### src/rtl/pipe_hold_ctrl.sv
// pipe_hold_ctrl: turns EX jump requests and stall levels into a PC redirect,
// per-register bubble flags for IF/ID and ID/EX, and a pipeline freeze.
//
// Request semantics: jump_en_i is a single-cycle strobe with jump_addr_i
// qualified by it; there is no back-pressure on the request. If the pipeline
// is frozen when it arrives, the request is parked (PEND) and replayed as a
// jump_en_o pulse on the first unfrozen cycle, so stall_o and jump_en_o are
// never high together.
module pipe_hold_ctrl #(
    parameter int DW           = 32,
    parameter int FLUSH_CYCLES = 1
) (
    input  logic          clk,
    input  logic          rst,
    input  logic          jump_en_i,
    input  logic [DW-1:0] jump_addr_i,
    input  logic          stall_ex_i,
    input  logic          stall_bus_i,
    output logic          jump_en_o,
    output logic [DW-1:0] jump_addr_o,
    output logic          stall_o,
    output logic          if_id_hold_o,
    output logic          id_ex_hold_o,
    output logic          busy_o
);

    if (FLUSH_CYCLES < 1 || FLUSH_CYCLES > 3) begin : g_bad_flush_cycles
        $error("pipe_hold_ctrl: FLUSH_CYCLES must be in 1..3");
    end

    // Bubbles still owed after the redirect cycle itself.
    localparam logic [1:0] CNT_INIT  = 2'(FLUSH_CYCLES - 1);
    localparam bit         MULTI_CYC = (FLUSH_CYCLES > 1);

    typedef enum logic [1:0] {
        ST_IDLE  = 2'd0,
        ST_FLUSH = 2'd1,
        ST_PEND  = 2'd2
    } state_t;

    state_t        state_q, state_d;
    logic [1:0]    cnt_q, cnt_d;
    logic [DW-1:0] pend_q, pend_d;
    logic          busy_q;

    logic          stall;
    logic          redirect;
    logic [DW-1:0] redirect_addr;
    logic          jump_en_c;
    logic [DW-1:0] jump_addr_c;
    logic          hold_c;

    assign stall = stall_ex_i | stall_bus_i;

    // Next-state, counter, parked address and raw control outputs.
    always_comb begin
        state_d       = state_q;
        cnt_d         = cnt_q;
        pend_d        = pend_q;
        redirect      = 1'b0;
        redirect_addr = '0;
        jump_en_c     = 1'b0;
        jump_addr_c   = '0;
        hold_c        = 1'b0;

        case (state_q)
            ST_IDLE: begin
                if (jump_en_i) begin
                    if (stall) begin
                        pend_d  = jump_addr_i;
                        state_d = ST_PEND;
                    end else begin
                        redirect      = 1'b1;
                        redirect_addr = jump_addr_i;
                    end
                end
            end

            ST_FLUSH: begin
                hold_c = 1'b1;
                if (stall) begin
                    // Frozen: countdown pauses; a jump arriving now is parked.
                    if (jump_en_i) begin
                        pend_d  = jump_addr_i;
                        state_d = ST_PEND;
                    end
                end else if (jump_en_i) begin
                    redirect      = 1'b1;
                    redirect_addr = jump_addr_i;
                end else if (cnt_q <= 2'd1) begin
                    cnt_d   = 2'd0;
                    state_d = ST_IDLE;
                end else begin
                    cnt_d = cnt_q - 2'd1;
                end
            end

            ST_PEND: begin
                if (stall) begin
                    if (jump_en_i) begin
                        pend_d = jump_addr_i;
                    end
                end else begin
                    // A fresh request in the release cycle supersedes the parked one.
                    redirect      = 1'b1;
                    redirect_addr = jump_en_i ? jump_addr_i : pend_q;
                    pend_d        = '0;
                end
            end

            default: begin
                state_d = ST_IDLE;
                cnt_d   = 2'd0;
            end
        endcase

        if (redirect) begin
            jump_en_c   = 1'b1;
            jump_addr_c = redirect_addr;
            hold_c      = 1'b1;
            if (MULTI_CYC) begin
                state_d = ST_FLUSH;
                cnt_d   = CNT_INIT;
            end else begin
                state_d = ST_IDLE;
                cnt_d   = 2'd0;
            end
        end
    end

    // State, countdown, parked address and the delayed busy indication.
    always_ff @(posedge clk or posedge rst) begin
        if (rst) begin
            state_q <= ST_IDLE;
            cnt_q   <= 2'd0;
            pend_q  <= '0;
            busy_q  <= 1'b0;
        end else begin
            state_q <= state_d;
            cnt_q   <= cnt_d;
            pend_q  <= pend_d;
            busy_q  <= (state_q != ST_IDLE);
        end
    end

    // While reset is held only the freeze passes through.
    assign stall_o      = stall;
    assign jump_en_o    = jump_en_c & ~rst;
    assign jump_addr_o  = rst ? '0 : jump_addr_c;
    assign if_id_hold_o = hold_c & ~rst;
    assign id_ex_hold_o = hold_c & ~rst;
    assign busy_o       = busy_q;

endmodule
### config.mk
export PLATFORM = sky130hd
export DESIGN_NAME = pipe_hold_ctrl
export DESIGN_NICKNAME = d
export VERILOG_FILES = /design/src/rtl/pipe_hold_ctrl.sv
export SDC_FILE = /design/constraint.sdc
export NUM_CORES = 1
export LEC_CHECK = 0
export ABC_AREA = 0
export BUFFER_PORTS_ARGS = -buffer_cell sky130_fd_sc_hd__buf_4
export CORE_UTILIZATION = 52
export DETAILED_ROUTE_END_ITERATION = 10
export PLACE_DENSITY = 0.85
export SETUP_SLACK_MARGIN = 0.1
export SYNTH_ARGS = -nofsm -noshare
export SYNTH_HDL_FRONTEND = slang
export SYNTH_SLANG_ARGS = --single-unit
### constraint.sdc
create_clock -name clk -period 1.6 [get_ports clk]
set_clock_uncertainty 0.15 [all_clocks]
set_input_delay 0.16 -clock clk [delete_from_list [all_inputs] [get_ports clk]]
set_output_delay 0.16 -clock clk [all_outputs]
set_load 0.01 [all_outputs]
==> flow_metrics.py, run 1 <==
metrics = {
    "run_status": {
        "outcome": "complete, but fails checks",
        "violations": "negative setup slack",
    },
    "setup_path": {
        "crit_path_end_kind": "output port",
        "critPathKind": "reg -> out",
        "crit_path_cell_trace": "buf_6, nand3b_1, a211oi_2, buf_4",
        "cp.arrival_ps": 1410,
        "rrSetupSlack_ps": 270,
        "startpoint_type": "flip-flop",
        "critPathMaxFanout": 13,
        "cp_slowest_cell": "dfrtp_2",
        "path_buf_inv": 2,
        "slowest_delay_ps": 410,
        "critPathTopFamily": "flip-flops",
        "cp.required_ps": 1290,
    },
    "min_path": {
        "hold_class": "in -> reg",
    },
    "floorplan": {
        "dieWidth_um": 69.86,
        "initial_core_util_pct": 54.62,
        "std_cell_rows": 24,
        "top_level_ports": 74,
        "core_mm2": 0.004384,
        "dieArea_mm2": 0.004880,
        "die_height_um": 69.86,
    },
    "global_routing": {
        "grt_pass1_wl_um": 9466,
        "grt_use_total_pct": 24.23,
        "grt_pass1_vias": 2021,
        "grt_max_degree": 34,
        "antenna_found_initial": 0,
        "grt_overflow_total": 0,
    },
    "synth": {
        "synthFlopType": "dfrtp_1",
        "yosys.area_share.simple_pct": 15.94,
        "synth_top_family_by_area": "compound AO/OA/AOI/OAI gates",
        "ys_top_cells_by_area": "dfrtp_1, o32ai_2, a211oi_2",
        "syn-num-nets": 266,
        "synth_top_area_share_pct": 35.53,
        "ys_top_cells_by_count": "dfrtp_1, inv_1, nand2_1",
        "synth-seq-cells": 34,
        "synthMuxAreaShare_pct": 0,
        "synth-xor-area-share_pct": 0,
        "synth_largest_area_cell": "dfrtp_1",
        "syn_area_mm2": 0.002395,
        "async_flop_share_pct": 100.0,
        "avgSynthCellArea_um2": 10.46,
        "synth_edf_count": 0,
        "syn_inst": 229,
        "synth_most_common_cell": "dfrtp_1",
        "synth_warnings": 0,
        "synth_compound_area_share_pct": 35.63,
        "synthAdderAreaFrac_pct": 0,
        "yosysSeqAreaShare_pct": 35.53,
        "synthDistinctLibCells": 19,
    },
    "pwr": {
        "p_leak_nw": 1.364,
        "ir_worst_vdd_mv": 0.5363,
        "power.total_mw": 2.285,
        "power.density_mw_per_mm2": 711.4,
    },
    "sta": {
        "worst_slack_ps": -120.0,
        "setup-violations-final": 35,
        "max-slew-margin-rel_pct": 66.28,
        "hold_viol": 0,
        "fin_crit_ps": 1720,
        "rsz0062_at_grt": "true",
        "fmaxAchievable_mhz": 581.4,
        "period_share_pct": 107.5,
        "tightest_slew_ps": 505.7,
        "slew_violations": 0,
    },
    "final_layout": {
        "drive_gt1_share_pct": 54.10,
        "n_fill_cell": 308,
        "final_area_mm2": 0.003212,
        "diodes": 0,
        "syn_to_final_growth_pct": 34.12,
        "nets": 342,
        "finalNonFillerCells": 357,
    },
    "clock_network": {
        "clock_sinks": 34,
        "clk_pin_slew_ps": 70,
        "clock_latency_ps": 280,
        "tritoncts.num_buffers": 5,
        "ctsHtreeMaxLevel": 2,
        "cts_tree": "built",
        "clockBufferDepth": 2,
        "cts_root_buffer": "clkbuf_8",
    },
    "route": {
        "drtIter0Drc": 142,
        "route.detailed.drc": 0,
        "via_per_inst": 5.725,
        "drtAntennaViolNets": 0,
        "dr.pass1.iters": 4,
        "wl_per_cell_um": 16.24,
        "vias": 2044,
        "routed_wl_um": 5796,
    },
    "placement": {
        "io_buffers": 73,
        "hpwl_um": 3838,
        "globalplace.congestion": 0.7388,
        "post-place-ws_ps": 111.9,
        "dp.cells": 346,
        "dpl_cell_area_mm2": 0.002999,
    },
    "flow_run": {
        "cap_viol_max_count": 0,
    },
}
==> through the flow <==
step / TNS (ps) / utilization, % / hold WS (ps)
after CTS: -4144 / 72.09 / 23.52
after detailed placement: 0 / 68.41 / 38.28
after global routing: -5379 / 73.26 / 34.75
after global placement: 0 / 68.41 / 28.15
final: -3131 / 73.26 / 34.11
after floorplan: 0 / - / 151.6
==> kinds of logic (layout without fill, tap and decap cells) <==
kind of cell | after synthesis | after routing
and+or+nand+nor | 69 | 69
AOI/OAI and AO/OA | 66 | 66
buffers and inverters | 60 | 136
DFF | 34 | 34
==> cells in the final DEF, fill, tap and decap left out, drive strengths merged, types with 4 or more instances in the layout <==
master  count
nand2b     16
o32ai      32
nand3b     16
clkbuf      7
buf        94
nand2      32
inv        34
a211oi     32
dfrtp      34
nor2        4
==> routing by layer <==
layer / track usage [%] / wire length [um] / share of wire [%] / vias up
met4: 6.222 / 105 / 1.8 / 0
li1: - / - / - / 961
met2: 42.74 / 3078 / 53 / 57
met3: 5.339 / 277 / 4.8 / 10
met5: 0 / 0 / 0 / -
met1: 29.92 / 2334 / 40 / 1016
==> repair_timing <==
action                                 CTS  global route
setup buffers                            2             1
endpoints found under the hold margin    8             0
pin swaps                                1             1
setup endpoints to repair               35            35
hold buffers                             1             0
resized for setup                       15             9
==> report_power, final <==
group / total [mW] / switching, mW / leakage [nW] / internal (mW)
Sequential: 1.02 / 0.0603 / 0.421 / 0.960
Combinational: 0.672 / 0.347 / 0.905 / 0.325
Clock: 0.592 / 0.293 / 0.0383 / 0.299
Total: 2.28 / 0.701 / 1.36 / 1.58
==> area by class of cell <==
cell class | count | area [um2] | area share, %
Inverter | 34 | 127.6 | 3.973
Tap cell | 52 | 65.06 | 2.026
Clock buffer | 7 | 76.32 | 2.376
Sequential cell | 34 | 852.1 | 26.53
Timing Repair Buffer | 95 | 783.3 | 24.39
Multi-Input combinational cell | 135 | 1308 | 40.71
==> worst register-to-register path: stages, from the launching register on <==
cell     delay (ps)
dfrtp_2         410
nor3b_4         250
buf_4           270
o32ai_1         110
==> flip-flops by register name, summed over array words and instances, names as in the netlist <==
register	flops
busy_o	1
state_q	1
pend_q	32
==> path summary, 6_finish.rpt <==
check	start	endpoint	depth (start not counted)
worst max-delay path	state_q[1]	jump_addr_o[24]	4
worst min-delay path	jump_addr_i[18]	pend_q[18]	3
worst max register to register	state_q[1]	pend_q[15]	3
worst min register to register	pend_q[16]	pend_q[16]	2
max in group asynchronous	rst	state_q[1]	4
min in group asynchronous	rst	pend_q[1]	3
No activity file was read; power rests on OpenSTA's default activity.
==> run 2: changes to the inputs <==
--- a/config.mk
+++ b/config.mk
@@ -9,6 +9,7 @@
 export BUFFER_PORTS_ARGS = -buffer_cell sky130_fd_sc_hd__buf_4
 export CORE_UTILIZATION = 52
 export DETAILED_ROUTE_END_ITERATION = 10
+export GPL_ROUTABILITY_DRIVEN = 0
 export PLACE_DENSITY = 0.85
 export SETUP_SLACK_MARGIN = 0.1
 export SYNTH_ARGS = -nofsm -noshare
==> constraint.sdc (replaced) <==
create_clock -name clk -period 1.9 [get_ports clk]
set_clock_uncertainty 0.15 [all_clocks]
set_input_delay 0.19 -clock clk [delete_from_list [all_inputs] [get_ports clk]]
set_output_delay 0.19 -clock clk [all_outputs]
set_load 0.01 [all_outputs]
==> flow_metrics.py, run 2 (synthesis gave the netlist of run 1 again) <==
metrics = {
    "run_status": {
        "outcome": "finished clean",
    },
    "global_routing": {
        "grt_pass1_wl_um": 9501,
        "grt_pass1_vias": 1998,
        "antenna_found_initial": 0,
        "grt_use_total_pct": 24.23,
        "grt_overflow_total": 0,
        "grt_max_degree": 35,
    },
    "clock_network": {
        "cts_tree": "built",
        "ctsHtreeMaxLevel": 2,
        "tritoncts.num_buffers": 5,
        "clock_latency_ps": 290,
        "cts_root_buffer": "clkbuf_8",
        "clk_pin_slew_ps": 70,
        "clockBufferDepth": 2,
        "clock_sinks": 34,
    },
    "route": {
        "drtIter0Drc": 111,
        "dr.pass1.iters": 4,
        "vias": 1970,
        "routed_wl_um": 5457,
        "wl_per_cell_um": 15.46,
        "drtAntennaViolNets": 0,
        "via_per_inst": 5.581,
        "route.detailed.drc": 0,
    },
    "sta": {
        "max-slew-margin-rel_pct": 44.38,
        "fin_crit_ps": 1739,
        "fmaxAchievable_mhz": 574.9,
        "rsz0062_at_grt": "true",
        "fin_tns_setup_ps": 0,
        "hold_viol": 0,
        "tightest_slew_ps": 833.1,
        "setup-violations-final": 0,
        "fin_hold_ws_ps": 57.06,
        "slew_violations": 0,
        "period_share_pct": 91.54,
    },
    "final_layout": {
        "drive_gt1_share_pct": 51.50,
        "syn_to_final_growth_pct": 29.94,
        "final_cell_mix": "buf_4, inv_1, dfrtp_1",
        "largest_register_ffs": 32,
        "finalNonFillerCells": 353,
        "register_area_um2": 852.1,
        "nets": 337,
        "final_common_cell": "buf_4",
        "diodes": 0,
        "multi_input_area_mm2": 0.001270,
        "top_register": "pend_q",
        "n_fill_cell": 336,
        "final_area_mm2": 0.003112,
    },
    "placement": {
        "dp.cells": 341,
        "hpwl_um": 3720,
        "io_buffers": 73,
        "dpl_cell_area_mm2": 0.002937,
    },
    "pwr": {
        "power.density_mw_per_mm2": 625.5,
        "power.total_mw": 1.946,
        "p_leak_nw": 1.336,
        "ir_worst_vdd_mv": 0.4654,
    },
    "min_path": {
        "min_to": "pend_q[3]",
        "hold_class": "in -> reg",
        "min_from": "jump_addr_i[3]",
        "hold_depth": 3,
    },
    "flow_run": {
        "cap_viol_max_count": 0,
    },
    "floorplan": {
        "top_level_ports": 74,
        "dieArea_mm2": 0.004880,
        "core_mm2": 0.004384,
        "die_height_um": 69.86,
        "std_cell_rows": 24,
        "dieWidth_um": 69.86,
        "initial_core_util_pct": 54.62,
    },
    "setup_path": {
        "worstReg2RegEnd": "pend_q[1]",
        "critPathKind": "reg -> out",
        "cp.arrival_ps": 1400,
        "critPathMaxFanout": 10,
        "rr_worst_depth": 4,
        "startpoint_type": "flip-flop",
        "crit_path_end_kind": "output port",
        "cp.required_ps": 1560,
        "rrSetupSlack_ps": 400,
        "timing.rr.start": "state_q[1]",
    },
}
run 2: report_power, final:
part           internal, mW  leakage, nW  switching [mW]
Sequential            0.807        0.421          0.0462
Clock                 0.292       0.0482           0.264
Combinational         0.257        0.867           0.279
Total                  1.36         1.34           0.589
run 2: metal layers:
layer	wire [um]	GRT usage, %
met2	2791	41.77
met3	323	6.205
met1	2302	31.14
met5	0	0
met4	38	4.000
run 2: area by class of cell:
class,instances,share of cell area (%)
well taps,52,2.091
repair buffers,90,22.68
clock inverters,1,0.1608
clock buffers,7,2.774
multi-input cells,135,40.81
flip-flops and latches,34,27.38
inverters,34,4.101
run 2: timing repair:
action / 4_1_cts / 5_1_grt
hold buffers: 1 / 0
endpoints found under the setup margin: 31 / 22
buffers inserted: 3 / 0
gates resized for setup: 2 / 10
pin swaps: 1 / 1
endpoints found under the hold margin: 9 / 0
run 2: worst max path at each step:
stage          startpoint              end  slack [ps]
5_1_grt        state_q[1]  jump_addr_o[24]          80
3_3_place_gp   state_q[1]   jump_addr_o[0]         250
6_report       state_q[1]   jump_addr_o[0]         160
4_1_cts        state_q[1]  jump_addr_o[25]         110
3_5_place_dp   state_q[1]   jump_addr_o[0]         250
2_1_floorplan  state_q[1]     if_id_hold_o         350
run 2: per-stage QoR:
step                utilization (%)  worst slack, ps
floorplan                         -            350.7
global placement              66.98            250.4
global route                  70.98            80.17
detailed placement            66.98            246.4
finish                        70.98            160.7
CTS                           69.95            107.7
run 2: critical path, stage by stage (launching register included):
cell and delay (ps):
dfrtp_2 450, o21bai_4 200, buf_6 210, a211oi_2 70
buf_4 190
